$ cat config.mk
export PLATFORM = sky130hd
export DESIGN_NAME = camera_i2c_cfg_seq
export DESIGN_NICKNAME = d
export VERILOG_FILES = /design/src/rtl/camera_cfg_pkg.sv /design/src/rtl/camera_cfg_delay_cnt.sv /design/src/rtl/camera_i2c_cfg_seq.sv
export SDC_FILE = /design/constraint.sdc
export NUM_CORES = 1
export LEC_CHECK = 0
export BUFFER_PORTS_ARGS = -buffer_cell sky130_fd_sc_hd__buf_2
export CAP_MARGIN = 10
export CORE_MARGIN = 2
export CORE_UTILIZATION = 45
export DETAILED_ROUTE_END_ITERATION = 8
export PLACE_DENSITY = 0.71
export RECOVER_POWER = 25
export SYNTH_ARGS = -nofsm -noshare
export SYNTH_HDL_FRONTEND = slang
export SYNTH_SLANG_ARGS = --single-unit
$ cat constraint.sdc
create_clock -name clock_i2c -period 3.2 [get_ports clock_i2c]
set_input_delay 0.48 -clock clock_i2c [delete_from_list [all_inputs] [get_ports clock_i2c]]
set_output_delay 0.48 -clock clock_i2c [all_outputs]
set_load 0.005 [all_outputs]
$ cat src/rtl/camera_cfg_pkg.sv
// camera_cfg_pkg: definitions shared by the camera I2C configuration sequencer.
//   - cfg_state_t : sequencer state encoding
//   - *_LSB       : byte offsets inside a 32-bit register-table word
//                   (SLV 31:24, RAH 23:16, RAL 15:8, DAT 7:0)
//   - MIN_GAP     : smallest allowed idle gap between transfers
package camera_cfg_pkg;

    typedef enum logic [2:0] {
        PWR_WAIT = 3'd0,
        FETCH    = 3'd1,
        LOAD     = 3'd2,
        ARM      = 3'd3,
        BUSY     = 3'd4,
        CHECK    = 3'd5,
        GAP      = 3'd6,
        DONE     = 3'd7
    } cfg_state_t;

    localparam int FIELD_W = 8;
    localparam int SLV_LSB = 24;
    localparam int RAH_LSB = 16;
    localparam int RAL_LSB = 8;
    localparam int DAT_LSB = 0;

    localparam int MIN_GAP = 2;

    function automatic logic [7:0] slv_of(input logic [31:0] w);
        return w[SLV_LSB +: FIELD_W];
    endfunction

    function automatic logic [7:0] rah_of(input logic [31:0] w);
        return w[RAH_LSB +: FIELD_W];
    endfunction

    function automatic logic [7:0] ral_of(input logic [31:0] w);
        return w[RAL_LSB +: FIELD_W];
    endfunction

    function automatic logic [7:0] dat_of(input logic [31:0] w);
        return w[DAT_LSB +: FIELD_W];
    endfunction

    function automatic int gap_cycles(input int g);
        return (g < MIN_GAP) ? MIN_GAP : g;
    endfunction

    function automatic int max2(input int a, input int b);
        return (a > b) ? a : b;
    endfunction

endpackage

$ cat src/rtl/camera_cfg_delay_cnt.sv
// camera_cfg_delay_cnt: load / terminal-count down counter.
//   clock_i2c   in  : I2C engine clock
//   camera_rstn in  : asynchronous reset, active low
//   load        in  : load load_val and start counting
//   load_val    in  : W bits, number of cycles after the load cycle minus 1
//   run         out : counter is active
//   tc          out : terminal count (active and count reached zero)
// A load of N holds tc off for N cycles and asserts it on the (N+1)th.
module camera_cfg_delay_cnt #(
    parameter int W = 9
) (
    input  logic         clock_i2c,
    input  logic         camera_rstn,
    input  logic         load,
    input  logic [W-1:0] load_val,
    output logic         run,
    output logic         tc
);

    logic [W-1:0] cnt;

    always_ff @(posedge clock_i2c or negedge camera_rstn) begin
        if (!camera_rstn) begin
            cnt <= '0;
            run <= 1'b0;
        end else if (load) begin
            cnt <= load_val;
            run <= 1'b1;
        end else if (run) begin
            if (cnt == '0) begin
                run <= 1'b0;
            end else begin
                cnt <= cnt - 1'b1;
            end
        end
    end

    assign tc = run && (cnt == '0);

endmodule

$ cat src/rtl/camera_i2c_cfg_seq.sv
// camera_i2c_cfg_seq: power-on register configuration sequencer for the
// camera I2C write engine. Waits PWR_DLY cycles, then sends each of the
// REG_NUM table words through the write engine, retrying NACKed entries up
// to MAX_RETRY times.
//
// Ports:
//   clock_i2c   in  1      I2C engine clock
//   camera_rstn in  1      asynchronous reset, active low
//   lut_index   out IDX_W  table address (registered ROM, 1-cycle latency)
//   lut_data    in  32     table word
//   i2c_data    out 32     word for the write engine, stable while start=1
//   start       out 1      transfer request, high for the whole transfer
//   tr_end      in  1      engine transfer complete, high until start falls
//   ack         in  1      engine ack, 0 = all bytes acked, 1 = NACK
//   cfg_done    out 1      all entries sent (sticky)
//   cfg_err     out 1      some entry exhausted its retries (sticky)
//   err_index   out IDX_W  index of the first failed entry
//   cfg_restart in  1      (CAMERA_I2C_CFG_RESTART_EN only) rerun the table
//
// Optional macro: CAMERA_I2C_CFG_RESTART_EN adds cfg_restart; otherwise DONE
// is terminal until reset.
//
// state    | meaning
// ---------+-------------------------------------------------------------
// PWR_WAIT | power-up delay after reset
// FETCH    | lut_index holds idx, ROM is reading
// LOAD     | capture the table word into i2c_data
// ARM      | wait for tr_end low, then raise start
// BUSY     | transfer in flight; first tr_end drops start and samples ack
// CHECK    | decide advance / retry / skip-with-error, load gap timer
// GAP      | idle with start low so the engine can clear tr_end
// DONE     | table finished
module camera_i2c_cfg_seq
    import camera_cfg_pkg::*;
#(
    parameter int REG_NUM   = 256,
    parameter int IDX_W     = 8,
    parameter int PWR_DLY   = 400,
    parameter int GAP_CYC   = 4,
    parameter int MAX_RETRY = 3
) (
    input  logic             clock_i2c,
    input  logic             camera_rstn,
    output logic [IDX_W-1:0] lut_index,
    input  logic [31:0]      lut_data,
    output logic [31:0]      i2c_data,
    output logic             start,
    input  logic             tr_end,
    input  logic             ack,
`ifdef CAMERA_I2C_CFG_RESTART_EN
    input  logic             cfg_restart,
`endif
    output logic             cfg_done,
    output logic             cfg_err,
    output logic [IDX_W-1:0] err_index
);

    localparam int GAP_EFF = gap_cycles(GAP_CYC);
    localparam int CW      = $clog2(max2(PWR_DLY, GAP_EFF) + 1);
    localparam int RW      = (MAX_RETRY > 0) ? $clog2(MAX_RETRY + 1) : 1;
    // PWR_WAIT spends one cycle loading the timer, so the load value is two
    // short of the full delay to keep PWR_WAIT at exactly PWR_DLY cycles.
    localparam int PWR_LD  = (PWR_DLY > 2) ? (PWR_DLY - 2) : 0;

    localparam logic [CW-1:0]    PWR_LD_V  = CW'(PWR_LD);
    localparam logic [CW-1:0]    GAP_LD_V  = CW'(GAP_EFF - 1);
    localparam logic [IDX_W-1:0] LAST_IDX  = IDX_W'(REG_NUM - 1);
    localparam logic [RW-1:0]    RETRY_MAX = RW'(MAX_RETRY);

    cfg_state_t       state;
    logic [IDX_W-1:0] idx;
    logic [RW-1:0]    retry_cnt;
    logic             ack_r;
    logic             next_arm;
`ifdef CAMERA_I2C_CFG_RESTART_EN
    logic             restart_pend;
`endif

    logic             dly_load;
    logic [CW-1:0]    dly_val;
    logic             dly_run;
    logic             dly_tc;

    always_comb begin
        dly_load = 1'b0;
        dly_val  = GAP_LD_V;
        if (state == PWR_WAIT && !dly_run) begin
            dly_load = 1'b1;
            dly_val  = PWR_LD_V;
        end else if (state == CHECK) begin
            dly_load = 1'b1;
        end
    end

    camera_cfg_delay_cnt #(
        .W (CW)
    ) u_delay_cnt (
        .clock_i2c   (clock_i2c),
        .camera_rstn (camera_rstn),
        .load        (dly_load),
        .load_val    (dly_val),
        .run         (dly_run),
        .tc          (dly_tc)
    );

    assign lut_index = idx;

    always_ff @(posedge clock_i2c or negedge camera_rstn) begin
        if (!camera_rstn) begin
            state     <= PWR_WAIT;
            idx       <= '0;
            retry_cnt <= '0;
            ack_r     <= 1'b0;
            next_arm  <= 1'b0;
            start     <= 1'b0;
            i2c_data  <= '0;
            cfg_done  <= 1'b0;
            cfg_err   <= 1'b0;
            err_index <= '0;
`ifdef CAMERA_I2C_CFG_RESTART_EN
            restart_pend <= 1'b0;
`endif
        end else begin
`ifdef CAMERA_I2C_CFG_RESTART_EN
            if (cfg_restart && state != DONE) begin
                restart_pend <= 1'b1;
            end
`endif
            case (state)
                PWR_WAIT: begin
                    if (dly_tc) begin
                        state <= FETCH;
                    end
                end
                FETCH: begin
                    state <= LOAD;
                end
                LOAD: begin
                    i2c_data <= lut_data;
                    state    <= ARM;
                end
                ARM: begin
                    // A tr_end left over from the previous transfer must not
                    // be mistaken for completion of this one.
                    if (!tr_end) begin
                        start <= 1'b1;
                        state <= BUSY;
                    end
                end
                BUSY: begin
                    if (tr_end) begin
                        ack_r <= ack;
                        start <= 1'b0;
                        state <= CHECK;
                    end
                end
                CHECK: begin
                    state <= GAP;
                    if (!ack_r) begin
                        retry_cnt <= '0;
                        next_arm  <= 1'b0;
                    end else if (retry_cnt < RETRY_MAX) begin
                        retry_cnt <= retry_cnt + 1'b1;
                        next_arm  <= 1'b1;
                    end else begin
                        cfg_err <= 1'b1;
                        if (!cfg_err) begin
                            err_index <= idx;
                        end
                        retry_cnt <= '0;
                        next_arm  <= 1'b0;
                    end
                end
                GAP: begin
                    if (dly_tc) begin
                        if (next_arm) begin
                            state <= ARM;
                        end else if (idx == LAST_IDX) begin
                            cfg_done <= 1'b1;
                            state    <= DONE;
                        end else begin
                            idx   <= idx + 1'b1;
                            state <= FETCH;
                        end
                    end
                end
                DONE: begin
                    start <= 1'b0;
`ifdef CAMERA_I2C_CFG_RESTART_EN
                    if (cfg_restart || restart_pend) begin
                        restart_pend <= 1'b0;
                        cfg_done     <= 1'b0;
                        cfg_err      <= 1'b0;
                        err_index    <= '0;
                        idx          <= '0;
                        state        <= FETCH;
                    end
`endif
                end
                default: begin
                    start <= 1'b0;
                    state <= PWR_WAIT;
                end
            endcase
        end
    end

endmodule

==> out/summary.md <==
The flow ran to the end, but the final reports show violations. The checks that failed: capacitance limit, slew limit. The clock power share is 0.227, and the die span in x is 85.45 um.

The average detailed-routed wire length per instance works out to 14.47 um. The total internal power is 2.143 mW, and the number of violations reported at the end of detailed-routing iteration 0 is 98. The total via count in the routed design was 2134. CTS built an H-tree with a depth of 3. The region available for standard cell placement spans 6386 um^2. Yosys mapped a number of flops with a built-in enable equal to 0.

The run gives 0 as the total inserted antenna cells. The wire-length estimate of the detail-placed layout is 4.227 mm. The global-route total usage across every layer is 0.1744. The pin slew with the least headroom to its limit is 1.631 ns. Among all flip-flop cells after synthesis, the most frequent one is sky130_fd_sc_hd__dfrtp_1. Setup repair after global routing left no endpoint under its margin. The max-capacitance violation count was 1; the summed instance area of the synthesized netlist was 2985 um^2. Share of final-layout standard cells stronger than drive strength 1: 0.4679. The relative contribution of combinational cells to total power is 0.334, and the number of buffers on the longest clock path is 2. In this run the count of I/O pins placed on the die edge is 87. Before antenna repair, the detailed router went through 4 iterations. Cell family contributing the most delay on the critical path: simple AND/OR/NAND/NOR gates.

Post-synthesis sequential area ratio: 0.5700. Dividing the synthesized area by the synthesized cell count gives 13.04 um^2. The die covers 7302 um^2.

The clock net in this run drives a total of 68 sinks. Classification of the worst setup path: reg -> reg. After detailed routing, the number of vias per cell comes to 5.282. Static timing analysis puts the maximum clock frequency at 500.1 MHz.

The tools report the sequential share of power as 0.439. The number of warnings issued by yosys was 0. The switching power share of the total was 0.3336.

The run gives -0.08745 as the max-slew headroom at the worst pin. STA classifies the critical path startpoint as a flip-flop. Cell with the biggest individual delay on the critical path: sky130_fd_sc_hd__dfrtp_1. The register bit count reported by yosys works out to 68.

TritonCTS built the clock tree. Worst path buffer plus inverter count: 1. The switching power was 1.073 mW; the post-route clock period utilization was 0.6249. The final cell utilization of the core was 0.5805; the clock slew seen by the registers of the worst setup and hold paths was 0.08 ns. Across the routed clock network, the largest skew measured is 0.008419 ns. Hold violation count in the final report: 0. For the number of slew-limit violations in the final report, the log shows 69. STA classifies the critical path endpoint as a flip-flop. After detailed placement, the design holds a cell count of 388.

Yosys instantiated no cell more often than sky130_fd_sc_hd__dfrtp_1. The leakage power was 1.832 nW. The post-cts resize count is 0.

The first global-routing pass estimated 9.867 mm of wire. The netlist uses 44 different library cells. At the later pin of the worst-skew pair, clock insertion delay measures 0.34 ns. Delay of the slowest critical-path stage: 0.41 ns. The async set-or-reset flop fraction in the synthesized netlist is 1.000. The layout has 551 filler cells. Data on the critical path is required at its endpoint by 3.42 ns.

The routed design could run at a clock period as short as 2.000 ns. The initial antenna violation count was 0; the power density over the cells was 867.5 nW/um^2. The starting density of the core was 0.4675. The number of global-route vias before repair was 2133. By area the synthesized netlist is led by sky130_fd_sc_hd__dfrtp_1 57%, sky130_fd_sc_hd__mux2_2 12%, sky130_fd_sc_hd__mux2_1 3.4%, sky130_fd_sc_hd__xor2_1 2.1%, sky130_fd_sc_hd__nand2_1 2.0%.

In the post-route analysis, the smallest setup slack over all paths is 1.200 ns. Summed over all failing endpoints, the final setup total negative slack is 0 ns. The post-CTS setup repair buffer count is 0, and the area share of the largest cell type after synthesis is 0.5700.

For this design, the CTS-stage hold fixing added 0 buffers. The floorplan has 29 rows. The leading area contributor after synthesis is sky130_fd_sc_hd__dfrtp_1. After synthesis, the most frequently instantiated cells are 68 x sky130_fd_sc_hd__dfrtp_1, 33 x sky130_fd_sc_hd__mux2_2, 16 x sky130_fd_sc_hd__nand2_1.

Final RePlAce weighted congestion: 0.7862. Data arrives at the worst endpoint at 2.22 ns. The logs give 404 for the filler-free cell count of the finished design and 268 for the net count after synthesis.

At the placement stage, the worst setup path has a slack of 1.224 ns. Library cell used as clock root buffer: sky130_fd_sc_hd__clkbuf_8. The number of buffer cells added on primary ports was 86. Buffers inserted during clock tree synthesis total 9. After global routing the overflow that remains totals 0.

For the total design power, the log shows 3.216 mW. The tools report the pin count of the biggest net entering global routing as 69. The path class of the lowest-slack min-delay path is in -> reg. In the routed design, unresolved DRC markers number 0.

The largest vdd supply drop was 0.5287 mV; the post-synthesis cell count was 229. The area growth from synthesis to layout is 24.18%, and the vertical extent of the die is 85.45 um. Highest net fanout along the worst path: 8. The logs give 5.845 mm for the final routed wirelength across all metal layers and 361 for the number of nets in the finished design.

For the number of failing setup endpoints in the final timing report, the log shows 0. The signal on the critical path passes through inv_1 -> ha_1 -> and4b_1 -> nand4_2 -> nor2_1 -> mux2_1. The detail route stage leaves a number of antenna-violating nets equal to 0.
[layout by cell type, fill, tap and decap left out, types with 3 or more instances in the layout]
| cell type | netlist | final |
|---|---|---|
| sky130_fd_sc_hd__buf_2 | 6 | 86 |
| sky130_fd_sc_hd__dfrtp_1 | 68 | 68 |
| sky130_fd_sc_hd__mux2_2 | 33 | 33 |
| sky130_fd_sc_hd__nand2_1 | 16 | 16 |
| sky130_fd_sc_hd__nor2_1 | 12 | 11 |
| sky130_fd_sc_hd__clkbuf_8 | 0 | 11 |
| sky130_fd_sc_hd__nand3_1 | 9 | 9 |
| sky130_fd_sc_hd__mux2_1 | 9 | 9 |
| sky130_fd_sc_hd__nor3_1 | 8 | 8 |
| sky130_fd_sc_hd__xor2_1 | 7 | 7 |
| sky130_fd_sc_hd__inv_1 | 6 | 6 |
| sky130_fd_sc_hd__o21ai_1 | 4 | 4 |
| sky130_fd_sc_hd__a21oi_1 | 4 | 4 |
| sky130_fd_sc_hd__nand2b_1 | 3 | 3 |
| sky130_fd_sc_hd__xnor2_1 | 3 | 3 |
| sky130_fd_sc_hd__ha_1 | 3 | 3 |
[cell type report]
type | count | area [um^2] | area share
repair buffers | 88 | 442.9 | 0.1195
multi-input cells | 149 | 1234 | 0.3328
clock inverters | 5 | 58.81 | 0.01586
well taps | 77 | 96.34 | 0.02599
clock buffers | 11 | 151.4 | 0.04084
flip-flops and latches | 68 | 1702 | 0.4590
inverters | 6 | 22.52 | 0.006075
[registers in the layout, summed over array words and instances, names as in the netlist]
| register | cells |
|---|---|
| err_index | 8 |
| i2c_data | 32 |
| ack_r | 1 |
| u_delay_cnt.cnt | 9 |
| cfg_done | 1 |
| next_arm | 1 |
| u_delay_cnt.run | 1 |
| state | 3 |
| cfg_err | 1 |
| retry_cnt | 2 |
| lut_index | 8 |
| start | 1 |
[worst paths after layout]
path | startpoint | end | slack (ns) | cells past startpoint
setup / recovery | u_delay_cnt.cnt[0] | lut_index[1] | 1.20 | 6
hold / removal | lut_data[20] | i2c_data[20] | 0.35 | 2
setup reg to reg | u_delay_cnt.cnt[0] | lut_index[1] | 1.20 | 6
hold reg to reg | cfg_done | cfg_done | 0.47 | 1
max in group asynchronous | camera_rstn | i2c_data[29] | 1.58 | 2
min in group asynchronous | camera_rstn | i2c_data[18] | 0.63 | 2
[per-layer routing]
metal | vias to the layer above | part of all wire | track usage
met3 | 8 | 0.065 | 0.06907
li1 | 1014 | - | -
met2 | 68 | 0.50 | 0.2912
met5 | - | 0 | 0
met4 | 0 | 0.012 | 0.04329
met1 | 1044 | 0.42 | 0.2125
[metrics by stage]
step | area (um^2) | hold WS [ns]
after floorplan | 2985 | 0.1844
after global placement | 3512 | 0.4448
after CTS | 3722 | 0.1597
after detailed placement | 3512 | 0.4534
after global routing | 3707 | 0.3364
final | 3707 | 0.3534
[kinds of logic after synthesis]
| family | count (synthesis) | share of synthesized area |
|---|---|---|
| simple gates | 71 | 0.1513 |
| flops | 68 | 0.5700 |
| compound gates | 23 | 0.06078 |
| xor+xnor | 10 | 0.02934 |
| buf+inv | 12 | 0.01760 |
| fa+ha+maj | 3 | 0.01257 |
| mux | 42 | 0.1584 |
[power by group through the flow]
stage / registers, mW / logic, mW / clock network (mW)
final: 1.41 / 1.07 / 0.731
after global routing: 1.46 / 1.20 / 0.789
after detailed placement: 1.43 / 1.09 / 0
after CTS: 1.41 / 1.10 / 0.757
after floorplan: 1.40 / 0.692 / 0
after global placement: 1.41 / 1.06 / 0
No activity file was read; power rests on OpenSTA's default activity.
